### src/rtl/step_pulse_scheduler.sv
//------------------------------------------------------------------------------
// Module  : step_pulse_scheduler
// Brief   : Accumulator-based step pulse generator with per-second bookkeeping.
// Revision: 1.0
//------------------------------------------------------------------------------
`default_nettype none

module step_pulse_scheduler #(
    parameter int CLK_HZ = 100000000
) (
    input  logic        clk,
    input  logic        rst_n,
    input  logic        start,
    input  logic [1:0]  mode,
    output logic        si,
    output logic        sec_tick,
    output logic [13:0] sec_count,
    output logic [7:0]  rate,
    output logic [1:0]  state
);

    localparam int C_CYC_W = (CLK_HZ > 1) ? $clog2(CLK_HZ) : 1;
    localparam int C_ACC_W = $clog2(CLK_HZ) + 1;
    localparam logic [C_CYC_W-1:0] C_CYC_LAST = C_CYC_W'(CLK_HZ - 1);
    localparam logic [C_ACC_W-1:0] C_ACC_HZ   = C_ACC_W'(CLK_HZ);
    localparam logic [13:0]        C_SEC_MAX  = 14'd9999;
    localparam logic [3:0]         C_HIDX_END = 4'd9;
    localparam logic [1:0]         C_HYBRID   = 2'd3;

    typedef enum logic [1:0] {
        IDLE  = 2'd0,
        RUN   = 2'd1,
        PAUSE = 2'd2,
        DONE  = 2'd3
    } state_t;

    state_t               r_state;
    logic [1:0]           r_mode;
    logic [C_CYC_W-1:0]   r_cyc;
    logic [C_ACC_W-1:0]   r_acc;
    logic [3:0]           r_hidx;

    logic [C_ACC_W-1:0]   w_sum;
    logic [3:0]           w_hidx_nx;
    logic                 w_mode_chg;

    function automatic logic [7:0] hybrid_rate(input logic [3:0] idx);
        case (idx)
            4'd0:    hybrid_rate = 8'd20;
            4'd1:    hybrid_rate = 8'd33;
            4'd2:    hybrid_rate = 8'd66;
            4'd3:    hybrid_rate = 8'd27;
            4'd4:    hybrid_rate = 8'd70;
            4'd5:    hybrid_rate = 8'd30;
            4'd6:    hybrid_rate = 8'd19;
            4'd7:    hybrid_rate = 8'd30;
            4'd8:    hybrid_rate = 8'd33;
            default: hybrid_rate = 8'd0;
        endcase
    endfunction

    always_comb begin
        rate = 8'd0;
        if (r_state == RUN || r_state == PAUSE) begin
            case (r_mode)
                2'd0:    rate = 8'd32;
                2'd1:    rate = 8'd64;
                2'd2:    rate = 8'd128;
                default: rate = hybrid_rate(r_hidx);
            endcase
        end
    end

    assign w_sum      = r_acc + C_ACC_W'(rate);
    assign w_hidx_nx  = (r_hidx >= C_HIDX_END) ? C_HIDX_END : r_hidx + 4'd1;
    assign w_mode_chg = (r_state != IDLE) && (mode != r_mode);
    assign sec_tick   = (r_state == RUN || r_state == DONE) && (r_cyc == C_CYC_LAST);
    assign state      = r_state;

    always_ff @(posedge clk or negedge rst_n) begin
        if (!rst_n) begin
            r_state   <= IDLE;
            r_mode    <= 2'd0;
            r_cyc     <= '0;
            r_acc     <= '0;
            r_hidx    <= 4'd0;
            si        <= 1'b0;
            sec_count <= 14'd0;
        end else begin
            r_mode <= mode;
            si     <= 1'b0;
            case (r_state)
                IDLE: begin
                    if (start) begin
                        r_state <= RUN;
                        r_cyc   <= '0;
                        r_acc   <= '0;
                        r_hidx  <= 4'd0;
                    end
                end
                default: begin
                    if (r_state == RUN && start) begin
                        r_cyc <= r_cyc + 1'b1;
                        if (w_sum >= C_ACC_HZ) begin
                            r_acc <= w_sum - C_ACC_HZ;
                            si    <= 1'b1;
                        end else begin
                            r_acc <= w_sum;
                        end
                    end else if (r_state == DONE) begin
                        r_cyc <= r_cyc + 1'b1;
                    end
                    // The second wrap overrides the accumulator update above,
                    // but the pulse for this edge was already taken from it.
                    if (sec_tick) begin
                        r_cyc <= '0;
                        r_acc <= '0;
                        if (sec_count != C_SEC_MAX)
                            sec_count <= sec_count + 1'b1;
                        if (r_mode == C_HYBRID)
                            r_hidx <= w_hidx_nx;
                    end
                    if (r_state == RUN && sec_tick && r_mode == C_HYBRID && w_hidx_nx == C_HIDX_END)
                        r_state <= DONE;
                    else if (r_state == RUN && !start)
                        r_state <= PAUSE;
                    else if (r_state == PAUSE && start)
                        r_state <= RUN;
                    if (w_mode_chg) begin
                        r_cyc  <= '0;
                        r_acc  <= '0;
                        r_hidx <= 4'd0;
                        si     <= 1'b0;
                        r_state <= (r_state == DONE || start) ? RUN : PAUSE;
                    end
                end
            endcase
        end
    end

endmodule

`default_nettype wire
### config.mk
export PLATFORM = sky130hd
export DESIGN_NAME = step_pulse_scheduler
export DESIGN_NICKNAME = d
export VERILOG_FILES = /design/src/rtl/step_pulse_scheduler.sv
export SDC_FILE = /design/constraint.sdc
export NUM_CORES = 1
export LEC_CHECK = 0
export BUFFER_PORTS_ARGS = -buffer_cell sky130_fd_sc_hd__buf_2
export CAP_MARGIN = 20
export CELL_PAD_IN_SITES_DETAIL_PLACEMENT = 0
export CELL_PAD_IN_SITES_GLOBAL_PLACEMENT = 1
export CORE_MARGIN = 5
export CORE_UTILIZATION = 47
export CTS_BUF_LIST = sky130_fd_sc_hd__clkbuf_4 sky130_fd_sc_hd__clkbuf_8 sky130_fd_sc_hd__clkbuf_16
export DETAILED_ROUTE_END_ITERATION = 10
export PLACE_DENSITY_LB_ADDON = 0.1
export SKIP_LAST_GASP = 1
export SYNTH_ARGS = -nofsm -noshare
export SYNTH_HDL_FRONTEND = slang
export SYNTH_SLANG_ARGS = --single-unit
### constraint.sdc
create_clock -name clk -period 15.95 [get_ports clk]
set_input_delay 0.7975 -clock clk [delete_from_list [all_inputs] [get_ports clk]]
set_output_delay 0.7975 -clock clk [all_outputs]
set_load 0.005 [all_outputs]
==> impl_metrics.json <==
{
  "startpoint_type": "register",
  "clk_pin_slew_worst_paths_ps": 60,
  "arrival_ps": 6420,
  "grt_usage_pct": 19.9,
  "die_x_um": 118,
  "hold_viol": 0,
  "cts_buffers": 9,
  "dpl.hpwl_um": 9930,
  "htree_levels": 3,
  "drtIter0Drc": 342,
  "synthToLayoutAreaGrowth_pct": 10.4,
  "final_cell_mix": "78 x dfrtp_1, 73 x nand2_1, 62 x nor2_1",
  "maxCapViolCount": 0,
  "synth-edff-count": 0,
  "async_reset_ff_share_pct": 100,
  "synthCells": 639,
  "first_global_vias": 4734,
  "drv_slew": 0,
  "syn_area_per_cell_um2": 8.65,
  "insertion_delay_ps": 340,
  "first_pass_iters": 5,
  "ioPinCount": 31,
  "cp.required_ps": 16130,
  "slowest_stage": "a21oi_2",
  "critical_path.cell_chain": "inv_1 -> ha_1 -> nand4b_1 -> a211oi_1 -> ha_1 -> a21oi_1 -> o211ai_2 -> o21ai_1 -> xor2_1 -> ha_1 -> or4b_1 -> or4_1 -> nor4b_1 -> o211ai_1 -> a21oi_2 -> and2_1 -> mux2i_1 -> o311ai_1",
  "die_area_mm2": 0.0140,
  "yosysTopAreaCellShare_pct": 35.3,
  "ctsHoldBuffers": 0,
  "rsz0062_at_grt": "false",
  "grt_pass1_wl_um": 23500,
  "critical-path-max-stage-delay_ps": 620,
  "die_y_um": 118,
  "timing.rr.start": "state[0]$_DFFE_PN0P_",
  "wirelength_um": 13900,
  "yosysTopAreaCell": "dfrtp_1",
  "ant_nets": 0,
  "setup_tns_ps": 0,
  "p_leak_nw": 2.54,
  "antenna_found_initial": 0,
  "cts_setup_buffers": 0,
  "hold_class": "input pin to asynchronous set/reset pin",
  "period_needed_ps": 6240,
  "setup_viol": 0,
  "path_max_fanout": 14,
  "skew_ps": 10.5,
  "ys_dominant_reg_cell": "dfrtp_1",
  "yosysSeqAreaShare_pct": 35.3,
  "synthTopCellsByArea": "dfrtp_1 35%, xor2_1 5.9%, nand2_1 5.0%",
  "totalPowerFinal_w": 0.000554,
  "timing.rr.end": "r_acc[10]$_DFFE_PN0P_",
  "power_density_mw_per_mm2": 90.8,
  "std_cell_rows": 39,
  "route.detailed.drc": 0,
  "cts_tree": "built",
  "r2r_cells": 18,
  "fin_crit_sh_pct": 39.1,
  "cts_root_buf": "clkbuf_16",
  "initial_core_util_pct": 48.2,
  "syn_nets": 666,
  "tightest_slew_ps": 831,
  "status": "finished clean",
  "rrSetupSlack_ps": 9710,
  "route.vias.total": 4930,
  "grt-ovfl-total": 0,
  "cts_resized": 0,
  "nets": 686,
  "fillers": 1080,
  "slew-limit-headroom_pct": 44.5,
  "crit_top_cell": "ha_1",
  "n_antenna_cell": 0,
  "fmax_ghz": 0.160,
  "synth_warnings": 0,
  "place_congestion": 0.930,
  "vdd_drop_max_mv": 0.0743,
  "post_drt_wl_per_cell_um": 17.2,
  "final_common_cell": "dfrtp_1",
  "clockBufferDepth": 2,
  "synthDistinctLibCells": 75,
  "drive_gt1_share_pct": 10.7,
  "numPortBuffers": 30,
  "grt_max_degree": 79,
  "core_area_mm2": 0.0115,
  "critPathCaptureType": "register",
  "path_class": "register to register",
  "vias_per_cell": 6.11,
  "synth-seq-cells": 78,
  "syn_area_mm2": 0.00553,
  "clock_sinks": 78
}
## state kept, by name (all words and copies together), names as in the netlist
signal     count
r_acc         28
r_hidx         4
r_mode         2
sec_count     14
si             1
state          2
r_cyc         27
## Yosys cell counts (all sizes together), types with 3 or more instances
cell and n:
a32oi 3, a211o 4, mux2i 5, o211ai 15, nor4 6, a22o 10
or4 4, nor2 63, and2 10, xor2 38, a211oi 9, or2 4
a21oi 30, nor2b 6, nand3 23, o21ai 40, nand4b 3, o22ai 4
xnor2 24, and4 7, or3 10, dfrtp 78, a31oi 6, nor3b 3
buf 7, clkbuf 18, inv 16, and3 12, o31ai 5, ha 21
o2111ai 3, nor3 22, o211a 3, nand4 19, nand2 73, o21a 3
## routing by layer
layer	wire, µm	share of wire [%]	GRT usage (%)	vias up
met5	0	0	0	-
li1	-	-	-	2392
met2	6150	44	29.9	128
met4	236	1.7	6.59	0
met3	570	4.1	2.91	19
met1	6930	50	29.6	2391
## per-stage QoR
step	setup WS [ps]	std cells	area, µm²	util [%]	hold WS (ps)
2_1_floorplan	10780	639	5530	-	454
3_3_place_gp	10050	790	5770	50.3	476
3_5_place_dp	9790	790	5770	50.3	490
4_1_cts	9760	806	6070	53.0	507
5_1_grt	9210	807	6100	53.2	414
6_report	9710	807	6100	53.2	394
## cell families after synthesis
kind of cell	share of synthesized area [%]
mux	1.11
compound gates	20.1
simple gates	25.3
flops	35.3
buf+inv	3.15
fa+ha+maj	5.12
xor+xnor	9.96
## layout make-up
type	instances	area, µm²	share of cell area [%]
clock buffers	10	233	3.81
multi-input cells	520	3400	55.8
well taps	143	179	2.93
repair buffers	34	203	3.32
inverters	16	60.1	0.984
flip-flops and latches	78	1950	32.0
clock inverters	6	70.1	1.15
## report_power, final
group	leakage, nW	switching, W	internal [W]	total [W]
Combinational	1.33	0.0000923	0.0000417	0.000134
Clock	0.139	0.0000854	0.000124	0.000209
Sequential	1.08	0.00000710	0.000203	0.000211
## worst max-delay path by stage
| stage | end | slack, ps | startpoint |
|---|---|---|---|
| after floorplan | r_acc[26]$_DFFE_PN0P_ | 10780 | r_hidx[0]$_DFFE_PN0P_ |
| after global placement | r_acc[10]$_DFFE_PN0P_ | 10050 | state[0]$_DFFE_PN0P_ |
| after detailed placement | r_acc[10]$_DFFE_PN0P_ | 9790 | state[0]$_DFFE_PN0P_ |
| after CTS | r_acc[10]$_DFFE_PN0P_ | 9760 | state[0]$_DFFE_PN0P_ |
| after global routing | r_acc[10]$_DFFE_PN0P_ | 9210 | state[0]$_DFFE_PN0P_ |
| final | r_acc[10]$_DFFE_PN0P_ | 9710 | state[0]$_DFFE_PN0P_ |
## critical path: cells and delay by family (launching register included)
kind	cells	cell delay, ps
mux	1	210
compound gates	7	2200
simple gates	5	1890
flops	1	420
buf+inv	1	80
fa+ha+maj	3	940
xor+xnor	1	340
Power figures use the tool's default switching activity.
